## src/rtl/sha256_job_ctrl.sv

```systemverilog
`default_nettype none
// ============================================================================
// sha256_job_ctrl: launches the SHA-256 core for a batch of jobs with an ack
// timeout, queueing each {index, digest} into a first-word-fall-through FIFO.
// Revision: 1.0
// ============================================================================
module sha256_job_ctrl #(
  parameter int JOB_W       = 4,
  parameter int NUM_W       = 8,
  parameter int DEPTH       = 4,
  parameter int ACK_TIMEOUT = 15
) (
  input  logic             clk,
  input  logic             rst_n,
  input  logic             start,
  input  logic [JOB_W-1:0] job_count,
  input  logic [NUM_W-1:0] num_in,
  output logic             busy,
  output logic             done,
  output logic             err,
  output logic             core_en,
  output logic [NUM_W-1:0] core_num,
  input  logic             core_rdy,
  input  logic [255:0]     core_digest,
  output logic             res_valid,
  input  logic             res_ready,
  output logic [255:0]     res_digest,
  output logic [JOB_W-1:0] res_idx,
  output logic [2:0]       status
);

  localparam int c_ptr_w   = $clog2(DEPTH);
  localparam int c_fill_w  = $clog2(DEPTH + 1);
  localparam int c_to_w    = $clog2(ACK_TIMEOUT + 1);
  localparam int c_entry_w = JOB_W + 256;

  typedef enum logic [2:0] {
    S_IDLE      = 3'd0,
    S_LAUNCH    = 3'd1,
    S_PULSE     = 3'd2,
    S_WAIT_ACK  = 3'd3,
    S_WAIT_DONE = 3'd4
  } state_t;

  state_t              state_q, state_d;
  logic [JOB_W-1:0]    count_q, count_d;
  logic [JOB_W-1:0]    idx_q, idx_d;
  logic [NUM_W-1:0]    num_q, num_d;
  logic [c_to_w-1:0]   to_q, to_d;
  logic                err_q, err_d;
  logic                done_q, done_d;
  logic [c_ptr_w-1:0]  wr_ptr_q, wr_ptr_d;
  logic [c_ptr_w-1:0]  rd_ptr_q, rd_ptr_d;
  logic [c_fill_w-1:0] fill_q, fill_d;
  logic [c_entry_w-1:0] mem_q [DEPTH];
  logic [c_entry_w-1:0] entry_d;

  logic               push;
  logic               pop;
  logic               full;
  logic               last_job;
  logic [c_to_w-1:0]  to_inc;
  logic [c_entry_w-1:0] head;

  assign full     = (fill_q == c_fill_w'(DEPTH));
  assign res_valid = (fill_q != '0);
  assign pop      = res_valid & res_ready;
  assign to_inc   = to_q + 1'b1;
  assign last_job = (({1'b0, idx_q} + 1'b1) == {1'b0, count_q});
  assign entry_d  = {idx_q, core_digest};

  // Job sequencing FSM
  always_comb begin
    state_d = state_q;
    count_d = count_q;
    idx_d   = idx_q;
    num_d   = num_q;
    to_d    = to_q;
    err_d   = err_q;
    done_d  = 1'b0;
    push    = 1'b0;
    case (state_q)
      S_IDLE: begin
        if (start) begin
          if (job_count != '0) begin
            count_d = job_count;
            num_d   = num_in;
            err_d   = 1'b0;
            idx_d   = '0;
            state_d = S_LAUNCH;
          end else begin
            done_d = 1'b1;
          end
        end
      end
      // Holding here while full guarantees a capture always has a free slot.
      S_LAUNCH: begin
        if (core_rdy && !full) begin
          state_d = S_PULSE;
        end
      end
      S_PULSE: begin
        to_d    = '0;
        state_d = S_WAIT_ACK;
      end
      S_WAIT_ACK: begin
        if (!core_rdy) begin
          state_d = S_WAIT_DONE;
        end else begin
          to_d = to_inc;
          if (to_inc == c_to_w'(ACK_TIMEOUT)) begin
            err_d   = 1'b1;
            state_d = S_IDLE;
          end
        end
      end
      S_WAIT_DONE: begin
        if (core_rdy) begin
          push  = 1'b1;
          idx_d = idx_q + 1'b1;
          if (last_job) begin
            state_d = S_IDLE;
            done_d  = 1'b1;
          end else begin
            state_d = S_LAUNCH;
          end
        end
      end
      default: begin
        state_d = S_IDLE;
      end
    endcase
  end

  // Result FIFO bookkeeping
  always_comb begin
    wr_ptr_d = wr_ptr_q;
    rd_ptr_d = rd_ptr_q;
    fill_d   = fill_q;
    if (push) begin
      wr_ptr_d = wr_ptr_q + 1'b1;
    end
    if (pop) begin
      rd_ptr_d = rd_ptr_q + 1'b1;
    end
    case ({push, pop})
      2'b10:   fill_d = fill_q + 1'b1;
      2'b01:   fill_d = fill_q - 1'b1;
      default: fill_d = fill_q;
    endcase
  end

  always_ff @(posedge clk or negedge rst_n) begin
    if (!rst_n) begin
      state_q  <= S_IDLE;
      count_q  <= '0;
      idx_q    <= '0;
      num_q    <= '0;
      to_q     <= '0;
      err_q    <= 1'b0;
      done_q   <= 1'b0;
      wr_ptr_q <= '0;
      rd_ptr_q <= '0;
      fill_q   <= '0;
    end else begin
      state_q  <= state_d;
      count_q  <= count_d;
      idx_q    <= idx_d;
      num_q    <= num_d;
      to_q     <= to_d;
      err_q    <= err_d;
      done_q   <= done_d;
      wr_ptr_q <= wr_ptr_d;
      rd_ptr_q <= rd_ptr_d;
      fill_q   <= fill_d;
    end
  end

  // Storage needs no reset: the head is masked whenever the FIFO is empty.
  always_ff @(posedge clk) begin
    if (push) begin
      mem_q[wr_ptr_q] <= entry_d;
    end
  end

  assign head       = mem_q[rd_ptr_q];
  assign res_digest = res_valid ? head[255:0] : '0;
  assign res_idx    = res_valid ? head[c_entry_w-1:256] : '0;

  assign busy     = (state_q != S_IDLE);
  assign core_en  = (state_q == S_PULSE);
  assign done     = done_q;
  assign err      = err_q;
  assign core_num = num_q;
  assign status   = {busy, core_en, core_rdy};

endmodule
`default_nettype wire

```

## config.mk

```make
export PLATFORM = sky130hd
export DESIGN_NAME = sha256_job_ctrl
export DESIGN_NICKNAME = d
export VERILOG_FILES = /design/src/rtl/sha256_job_ctrl.sv
export SDC_FILE = /design/constraint.sdc
export NUM_CORES = 1
export LEC_CHECK = 0
export BUFFER_PORTS_ARGS = -buffer_cell sky130_fd_sc_hd__buf_4
export CORE_ASPECT_RATIO = 1.5
export CORE_UTILIZATION = 40
export CTS_CLUSTER_SIZE = 20
export DETAILED_ROUTE_END_ITERATION = 10
export MAX_ROUTING_LAYER = met4
export PLACE_DENSITY = 0.69
export SETUP_SLACK_MARGIN = 0.4
export SYNTH_ARGS = -nofsm -noshare
export SYNTH_HDL_FRONTEND = slang
export SYNTH_SLANG_ARGS = --single-unit
```

## constraint.sdc

```tcl
create_clock -name clk -period 14.6 [get_ports clk]
set_clock_uncertainty 0.05 [all_clocks]
set_input_delay 0.73 -clock clk [delete_from_list [all_inputs] [get_ports clk]]
set_output_delay 0.73 -clock clk [all_outputs]
set_load 0.02 [all_outputs]
```

==> results_dict.tcl, run 1 <==
set metrics [dict create \
    post-dp-hpwl_um 53400 \
    clk_pin_slew_ns 0.06 \
    setup_viol 0 \
    comb_power_share 0.350 \
    multiInputGateArea_um2 8340 \
    overflow 0 \
    top_layer "met4" \
    fin_crit_sh 0.404 \
    yosys.area.top_type "edfxtp_1" \
    status "finished clean" \
    ir_drop_uv 173 \
    r2r-start "state_q[2]$_DFFE_PN0P_" \
    gp_congestion 0.796 \
    yosys_register_bits 1072 \
    synth_nets 2078 \
    path_buf_inv 4 \
    floorplan.initialDensity 0.404 \
    synth_edf_count 1040 \
    die_h_um 394 \
    cp_top_family "buffers and inverters" \
    antenna_found_initial 8 \
    area_growth_pct 21.0 \
    cpMostUsedCell "buf_4" \
    cp-end-kind "output pin" \
    insertion_delay_ns 0.70 \
    cts.sinks 1072 \
    p_sw_w 0.00296 \
    rows 143 \
    synth.most_common_cell "edfxtp_1" \
    critPathLaunchType "register" \
    wl_per_cell_um 23.1 \
    wirelength_um 87000 \
    yosys_warnings 0 \
    grt_pass1_vias 20900 \
    syn_area_um2 41000 \
    p_int_w 0.00645 \
    remaining_drc_errors 0 \
    grtUsageTotal 0.172 \
    drv_cap 0 \
    slowest_delay_ns 0.98 \
    fin_nets 2654 \
    cts_root_buf "clkbuf_16" \
    r2r_end "mem_q[0][132]$_DFFE_PP_" \
    swShare 0.314 \
    seqCellArea_um2 32000 \
    post_cts_buffers 0 \
    met2_length_um 45100 \
    core_um2 101000 \
    arrival_ns 5.12 \
    tns_ns 0 \
    worst_pin_slew_ns 1.13 \
    grt_max_degree 135 \
    ys_types 48 \
    powerDensity_nw_per_um2 190 \
    yosysTopAreaCellShare 0.763 \
    r2r_slack_ns 10.75 \
    syn_avg_cell_area_um2 22.8 \
    vias 19400 \
    crit_type "reg -> out" \
    clock.fmax_ghz 0.170 \
    crit_path_max_fanout 45 \
    synth-main-ff-cell "edfxtp_1" \
    ant_nets 0 \
    hold_slack_ns 0.174 \
    worstHoldStart "core_digest[189]" \
    holdPathStages 1 \
    power.total_w 0.00941 \
    power_frac_clock 0.269 \
    io_buffers 548 \
    wl_met1_um 33300 \
    hold_class "in -> reg" \
    io-pin-count 549 \
    drtIter0Drc 1258 \
    rsz0062_at_grt "false" \
    dr_wl_met3_um 6210 \
    worstPathRequired_ns 13.82 \
    relSlewSlack 0.248 \
    finalHoldViolations 0 \
    cts_tree "built" \
    layout_min_cycle_time_ns 5.90 \
    yosysSeqAreaShare 0.782 \
    vias_per_cell 5.14 \
    die_area_um2 104000 \
    drt_pass1_iterations 5 \
    htreeDepth 3 \
    holdPathEnd "mem_q[2][189]$_DFFE_PP_" \
    synthArstFlopShare 0.0299 \
    worst_r2r_path_depth 6 \
    synth_common_cells "edfxtp_1 (1040), and2_1 (265), mux4_2 (260)" \
    slew_viol_final 0 \
    fillers 8163 \
    yosys-top-cells-area "edfxtp_1 (76%), mux4_2 (14%), and2_1 (4.0%), dfrtp_1 (2.0%), buf_6 (0.60%)" \
    clk_path_buf_depth 3 \
    cts_buffers 97 \
    grt_pass1_wl_um 131000 \
    power.leakage_nw 16.7 \
    fp.dieW_um 263 \
    pwr-share-seq 0.381 \
    cp_slowest_cell "dfrtp_4" \
    layout-drive-gt1-share 0.405 \
    cp_cell_sequence "buf_4 -> buf_4 -> buf_4 -> mux4_2 -> and2_1 -> buf_4" \
    syn_inst 1796 \
]
## registers in the layout, summed over array words and instances, names as in the netlist
name,cells
core_num,8
count_q,4
done,1
err,1
fill_q,3
idx_q,4
mem_q,1040
rd_ptr_q,2
state_q,3
to_q,4
wr_ptr_q,2
## routing by layer
layer  vias up  track usage
li1       8467            -
met3       121       0.0470
met2       598        0.288
met5         -            -
met1     10200        0.197
met4         0       0.0628
## repair_timing
item / 4_1_cts / 5_1_grt
endpoints found under the hold margin: 32 / 0
resized for setup: 0 / 0
hold buffers: 1 / 0
## metrics by stage
stage	setup WS (ns)	utilization	cells	area [um2]
final	8.70	0.489	3765	49600
after global placement	9.20	0.457	3577	46400
after floorplan	6.67	-	1796	41000
after global routing	8.16	0.489	3765	49600
after detailed placement	9.16	0.457	3577	46400
after CTS	8.35	0.488	3757	49600
## power groups by stage
stage / Sequential (W) / Combinational [W] / Clock [W]
6_report: 0.00358 / 0.00329 / 0.00254
5_1_grt: 0.00360 / 0.00348 / 0.00271
4_1_cts: 0.00359 / 0.00335 / 0.00260
2_1_floorplan: 0.00358 / 0.00216 / 0
3_5_place_dp: 0.00365 / 0.00334 / 0
3_3_place_gp: 0.00365 / 0.00332 / 0
## cells by family (layout without fill, tap and decap cells)
kind of cell    Yosys count  after routing  synth area share
other cells               0              8                 0
flops                  1072           1072             0.782
mux                     273            273             0.147
compound gates           25             25           0.00458
buf+inv                 103            759            0.0148
xor+xnor                 13             13           0.00278
simple gates            301            301            0.0454
fa+ha+maj                 9              9           0.00293
## final cells by class
class / count / area share
Tap cell: 1305 / 0.0329
Antenna cell: 8 / 0.000404
Timing Repair Buffer: 572 / 0.0874
Sequential cell: 1072 / 0.646
Multi-Input combinational cell: 621 / 0.168
Clock buffer: 121 / 0.0516
Inverter: 8 / 0.000606
Clock inverter: 58 / 0.0125
## layout by cell type, fill, tap and decap left out, types with 3 or more instances in the layout
| cell | synthesis | routed |
|---|---|---|
| xor2_1 | 6 | 6 |
| dfrtp_1 | 32 | 30 |
| clkinvlp_4 | 0 | 5 |
| mux2_4 | 10 | 10 |
| inv_1 | 8 | 8 |
| o21ai_0 | 6 | 6 |
| diode_2 | 0 | 8 |
| edfxtp_1 | 1040 | 1040 |
| clkinv_1 | 0 | 22 |
| clkbuf_16 | 0 | 98 |
| and2_1 | 265 | 261 |
| clkinv_2 | 0 | 11 |
| and2_4 | 0 | 4 |
| ha_1 | 8 | 8 |
| bufinv_16 | 0 | 9 |
| mux4_2 | 260 | 260 |
| buf_12 | 0 | 3 |
| a22o_1 | 3 | 3 |
| clkbuf_1 | 36 | 21 |
| nand2_1 | 11 | 11 |
| buf_4 | 3 | 568 |
| nand4b_1 | 3 | 3 |
| inv_6 | 0 | 4 |
| xnor2_1 | 7 | 7 |
| nor2_1 | 5 | 5 |
## worst max path at each step
stage                                  from               endpoint  slack (ns)  depth (start not counted)
floorplan                          core_rdy  mem_q[0][0]$_DFFE_PP_        6.67                          4
global placement    rd_ptr_q[0]$_DFFE_PN0P_        res_digest[158]        9.20                          6
detailed placement  rd_ptr_q[0]$_DFFE_PN0P_        res_digest[101]        9.16                          6
CTS                 rd_ptr_q[0]$_DFFE_PN0P_        res_digest[158]        8.35                          6
global route        rd_ptr_q[0]$_DFFE_PN0P_        res_digest[143]        8.16                          6
finish              rd_ptr_q[0]$_DFFE_PN0P_        res_digest[158]        8.70                          6
(Power assumes the default switching activity.)
==> run 2, diff against run 1 <==
Clock period 14.6 ns to 6 ns, I/O delays scaled along.
==> run 2 against run 1 <==
Effect of this change: via count rose by 6.9%; core utilization rose by 3.0 points; sequential power is 140% higher; combinational power grew to 2.5 times the previous value; setup slack lost 6.5 ns; register-to-register slack worse by 7.6 ns; critical path depth decreased by 1; non-clock buffer count is 290 higher; global-route usage up 0.77 points; count of clock-buffer cells in the layout stayed put; highest routed layer unchanged.
==> results_dict.tcl, run 2 (synthesis gave the netlist of run 1 again) <==
set metrics [dict create \
    status "finished clean" \
    antenna_found_initial 15 \
    cp_top_family "flip-flops" \
    fin_crit_sh 0.629 \
    htreeDepth 3 \
    grtUsageTotal 0.180 \
    grt_pass1_wl_um 137000 \
    tns_ns 0 \
    rows 143 \
    worst_r2r_path_depth 5 \
    cts_buffers 98 \
    wl_per_cell_um 22.2 \
    cp_num_cells 5 \
    cp_cell_sequence "buf_12 -> buf_4 -> mux4_2 -> and2_1 -> buf_4" \
    floorplan.initialDensity 0.404 \
    clk_path_buf_depth 3 \
    path_buf_inv 3 \
    ir_drop_uv 366 \
    vias 20700 \
    drtIter0Drc 1362 \
    insertion_delay_ns 0.68 \
    grt_pass1_vias 22800 \
    fin_nets 2945 \
    mostFrequentLayoutCells "edfxtp_1 (1040), buf_4 (576), dlygate4sd3_1 (273), and2_1 (261), mux4_2 (260)" \
    comb_power_share 0.360 \
    layout-drive-gt1-share 0.368 \
    powerDensity_nw_per_um2 442 \
    worstPathRequired_ns 5.65 \
    post_cts_buffers 0 \
    power.leakage_nw 18.0 \
    wirelength_um 90100 \
    slew_viol_final 0 \
    post-dp-hpwl_um 54600 \
    crit_path_max_fanout 42 \
    pwr-share-seq 0.372 \
    hold_class "in -> async" \
    setup_viol 0 \
    io-pin-count 549 \
    area_growth_pct 28.4 \
    p_sw_w 0.00731 \
    clk_pin_slew_ns 0.07 \
    finalNonFillerCells 4064 \
    p_int_w 0.0159 \
    swShare 0.314 \
    largest_reg_flops 1040 \
    vias_per_cell 5.09 \
    power_frac_clock 0.268 \
    ant_nets 0 \
    cp_slowest_cell "dfrtp_4" \
    fp.dieW_um 263 \
    remaining_drc_errors 0 \
    relSlewSlack 0.269 \
    dp_cells 3595 \
    rsz0062_at_grt "false" \
    ctsHoldBuffers 273 \
    worst_pin_slew_ns 1.10 \
    layout_min_cycle_time_ns 3.77 \
    slowest_delay_ns 1.01 \
    cts_tree "built" \
    overflow 0 \
    top_register "mem_q" \
    die_h_um 394 \
    io_buffers 548 \
    cpMostUsedCell "buf_4" \
    crit_type "reg -> out" \
    cts_root_buf "clkbuf_16" \
    critPathLaunchType "register" \
    arrival_ns 3.42 \
    cts.sinks 1072 \
    die_area_um2 104000 \
    finalHoldViolations 0 \
    drt_pass1_iterations 5 \
    core_um2 101000 \
    cp-end-kind "output pin" \
    cts_resized 0 \
    grt_max_degree 126 \
    clock.fmax_ghz 0.265 \
    gp_congestion 0.785 \
    drv_cap 0 \
    layout_commonest_cell "edfxtp_1" \
]
-- run 2: area by class of cell --
class	instances	area (um2)
Multi-Input combinational cell	621	8340
Sequential cell	1072	32000
Tap cell	1305	1630
Clock buffer	121	2540
Antenna cell	13	32.5
Inverter	8	30.0
Timing Repair Buffer	862	7320
Fill cell	7854	48900
Clock inverter	62	669
-- run 2: metrics by stage --
stage               power, W  hold slack, ns  utilization  area (um2)  setup WS (ns)
floorplan             0.0140         -0.0456            -       41000           1.23
global placement      0.0170           0.215        0.460       46600           2.85
detailed placement    0.0171           0.228        0.460       46600           2.81
CTS                   0.0235         0.00758        0.518       52600           2.04
global route          0.0242          0.0680        0.518       52600           1.91
finish                0.0232          0.0376        0.518       52600           2.23
-- run 2: power by group through the flow --
stage	Combinational [W]	Clock, W	Sequential, W
global placement	0.00822	0	0.00880
global route	0.00883	0.00664	0.00869
CTS	0.00846	0.00635	0.00866
floorplan	0.00526	0	0.00870
finish	0.00836	0.00622	0.00866
detailed placement	0.00826	0	0.00882
-- run 2: worst paths after layout --
check                      slack [ns]                 endpoint               startpoint
min reg2reg                      0.47          err$_DFFE_PN0P_          err$_DFFE_PN0P_
max reg2reg                      3.14   mem_q[2][24]$_DFFE_PP_   state_q[2]$_DFFE_PN0P_
min in group clk                 0.30  mem_q[0][228]$_DFFE_PP_         core_digest[228]
max                              2.23          res_digest[221]  rd_ptr_q[0]$_DFFE_PN0P_
min                              0.04           done$_DFF_PN0_                    rst_n
max in group asynchronous        5.52  rd_ptr_q[1]$_DFFE_PN0P_                    rst_n
-- run 2: metal layers --
metal | GRT usage | up-vias | part of all wire
li1 | - | 9068 | -
met1 | 0.203 | 10800 | 0.38
met2 | 0.303 | 647 | 0.52
met3 | 0.0415 | 176 | 0.064
met4 | 0.0811 | 0 | 0.037
met5 | - | - | 0
==> run 3, diff against run 2 <==
Settings changed: ABC_AREA set to 1, PLACE_DENSITY 0.69 to 0.71.
Clock period 6 ns to 3.15 ns, I/O delays scaled along.
==> run 3 against run 2 <==
Effect of this change: setup slack got worse by 1.8 ns; clock power grew 91%; global-route usage grew 3.2 points; sequential share of layout area is 2.3 points lower; combinational power rose to 2.7 times the previous value; die area grew 2.4%; via count is 39% higher; count of clock-buffer cells in the layout is the same; cell count up 38%; largest power group is now combinational cells.
==> results_dict.tcl, run 3 <==
set metrics [dict create \
    yosys-top-cells-area "edfxtp_1 (74%), nor2_1 (9.5%), o21ai_0 (5.4%), a21oi_1 (3.1%), dfrtp_1 (1.9%)" \
    layout_min_cycle_time_ns 2.72 \
    r2r-start "state_q[0]$_DFFE_PN0P_" \
    drv_cap 0 \
    post-dp-hpwl_um 63400 \
    p_int_w 0.0310 \
    crit_path_max_fanout 57 \
    grtUsageTotal 0.211 \
    overflow 0 \
    wl_per_cell_um 20.4 \
    yosys.area.top_type "edfxtp_1" \
    insertion_delay_ns 0.69 \
    antenna_found_initial 11 \
    p_sw_w 0.0199 \
    drt_pass1_iterations 5 \
    power.leakage_nw 19.4 \
    synth_xor_area_frac 0.00167 \
    fillers 8316 \
    floorplan.initialDensity 0.403 \
    arrival_ns 2.51 \
    core_um2 104000 \
    cts_root_buf "clkbuf_16" \
    yosysSeqAreaShare 0.764 \
    yosys_warnings 0 \
    synth_top_family_by_area "simple AND/OR/NAND/NOR gates" \
    holdPathStages 2 \
    fin_nets 4403 \
    status "finished clean" \
    synth_edf_count 1040 \
    layout_commonest_cell "nor2_1" \
    slew_viol_final 0 \
    io-pin-count 549 \
    synthMuxAreaShare 0 \
    clk_pin_slew_ns 0.06 \
    ant_nets 0 \
    vias 28800 \
    htreeDepth 3 \
    layout-drive-gt1-share 0.199 \
    largest_reg_flops 1040 \
    comb_power_share 0.446 \
    yosys.area_share.simple 0.104 \
    remaining_drc_errors 0 \
    hold_slack_ns 0.157 \
    area_growth_pct 30.3 \
    die_h_um 399 \
    synth_compound_area_frac 0.0959 \
    grt_max_degree 130 \
    power_frac_clock 0.234 \
    seqCellArea_um2 32000 \
    finalNonFillerCells 5613 \
    top_register "mem_q" \
    rsz0062_at_grt "true" \
    swShare 0.391 \
    gp_congestion 0.860 \
    fp.dieW_um 266 \
    critPathLaunch "rd_ptr_q[0]$_DFFE_PN0P_" \
    syn_area_um2 41900 \
    grt_pass1_vias 28900 \
    worstPathRequired_ns 2.94 \
    drtIter0Drc 2353 \
    yosysTopAreaCellShare 0.745 \
    die_area_um2 106000 \
    clk_path_buf_depth 3 \
    syn_inst 3275 \
    syn_avg_cell_area_um2 12.8 \
    worstHoldStart "core_digest[98]" \
    rows 145 \
    cts_buffers 98 \
    synth-main-ff-cell "edfxtp_1" \
    critPathLaunchType "register" \
    powerDensity_nw_per_um2 931 \
    relSlewSlack 0.644 \
    wirelength_um 114000 \
    pwr-share-seq 0.320 \
    ir_drop_uv 852 \
    multiInputGateArea_um2 8650 \
    grt_pass1_wl_um 166000 \
    cp-end-kind "output pin" \
    hold_class "in -> reg" \
    yosys_register_bits 1072 \
    synth.most_common_cell "nor2_1" \
    vias_per_cell 5.14 \
    synthArstFlopShare 0.0299 \
    synthAdderAreaFrac 0.00286 \
    io_buffers 548 \
    crit_type "reg -> out" \
    synth_common_cells "nor2_1 (1059), edfxtp_1 (1040), o21ai_0 (449)" \
    setup_viol 0 \
    worst_pin_slew_ns 0.534 \
    clock.fmax_ghz 0.368 \
    synth_nets 3557 \
    finalHoldViolations 0 \
    mostFrequentLayoutCells "nor2_1 (1054), edfxtp_1 (1040), buf_4 (592), o21ai_0 (449), dlygate4sd3_1 (288)" \
    dp_cells 5103 \
    worst_r2r_path_depth 9 \
    fin_crit_sh 0.864 \
    cts.sinks 1072 \
    ys_types 28 \
    cts_tree "built" \
]
-- run 3: changes by cell type in the layout (fill, tap and decap cells not counted), sizes merged, moves of 66 or more --
cell   previous run  this run
nor2              6      1063
buf             589       655
mux4            260         0
o21ai             6       531
and2            265         0
a21oi             2       262
-- run 3: cell type report --
| class | count | share of cell area |
|---|---|---|
| Clock inverter | 62 | 0.0119 |
| Clock buffer | 121 | 0.0469 |
| Inverter | 35 | 0.00318 |
| Tap cell | 1396 | 0.0320 |
| Multi-Input combinational cell | 1963 | 0.158 |
| Sequential cell | 1072 | 0.586 |
| Timing Repair inverter | 1 | 0.000298 |
| Antenna cell | 13 | 0.000595 |
| Timing Repair Buffer | 950 | 0.160 |
-- run 3: what timing repair did --
| item | CTS | global route |
|---|---|---|
| hold buffers | 289 | 0 |
| hold endpoints to repair | 1085 | 0 |
| endpoints found under the setup margin | 248 | 170 |
| cloned | 6 | 7 |
| pin swaps | 2 | 10 |
| gates resized for setup | 28 | 24 |
| setup buffers | 7 | 5 |
-- run 3: per-layer routing --
| layer | up-vias | share of wire | global-route usage |
|---|---|---|---|
| met5 | - | 0 | - |
| met4 | 0 | 0.043 | 0.105 |
| met3 | 254 | 0.064 | 0.0320 |
| met2 | 1142 | 0.52 | 0.362 |
| met1 | 14100 | 0.38 | 0.240 |
| li1 | 13300 | - | - |
-- run 3: worst paths after layout --
path	slack, ns	end
worst max-delay path	0.43	res_digest[137]
worst min-delay path	0.16	mem_q[1][98]$_DFFE_PP_
worst max register to register	0.58	count_q[0]$_DFFE_PN0P_
worst min register to register	0.43	core_num[0]$_DFFE_PN0P_
max in group asynchronous	2.38	rd_ptr_q[0]$_DFFE_PN0P_
min in group asynchronous	0.47	done$_DFF_PN0_
-- run 3: logic make-up (layout without fill, tap and decap cells) --
kind of cell	count (synthesis)	count (layout)
AOI/OAI and AO/OA	801	801
xor gates and xnor gates	8	8
adders and majority gates	9	9
buffers and inverters	240	1169
DFF	1072	1072
other	0	13
and+or+nand+nor	1145	1145
-- run 3: worst max-delay path, cell delays in order, from the launching register on --
cell,delay (ns)
dfrtp_4,0.53
buf_12,0.17
clkinv_16,0.16
buf_12,0.26
o21ai_0,0.12
a21oi_1,0.32
buf_4,0.21
-- run 3: through the flow --
stage                     utilization  power (W)  cell area, um2  setup slack [ns]  TNS (ns)
after floorplan                     -     0.0291           42000             -2.11  -2188.13
after global placement          0.460     0.0371           47800             0.791         0
after detailed placement        0.460     0.0373           47800             0.768         0
after CTS                       0.523     0.0503           54300             0.339         0
after global routing            0.526     0.0532           54600             0.342         0
final                           0.526     0.0509           54600             0.429         0
-- run 3: power by group through the flow --
| stage | logic (W) | clock network, W | registers (W) |
|---|---|---|---|
| floorplan | 0.0125 | 0 | 0.0166 |
| global placement | 0.0205 | 0 | 0.0166 |
| detailed placement | 0.0206 | 0 | 0.0166 |
| CTS | 0.0220 | 0.0120 | 0.0163 |
| global route | 0.0243 | 0.0126 | 0.0163 |
| finish | 0.0227 | 0.0119 | 0.0163 |
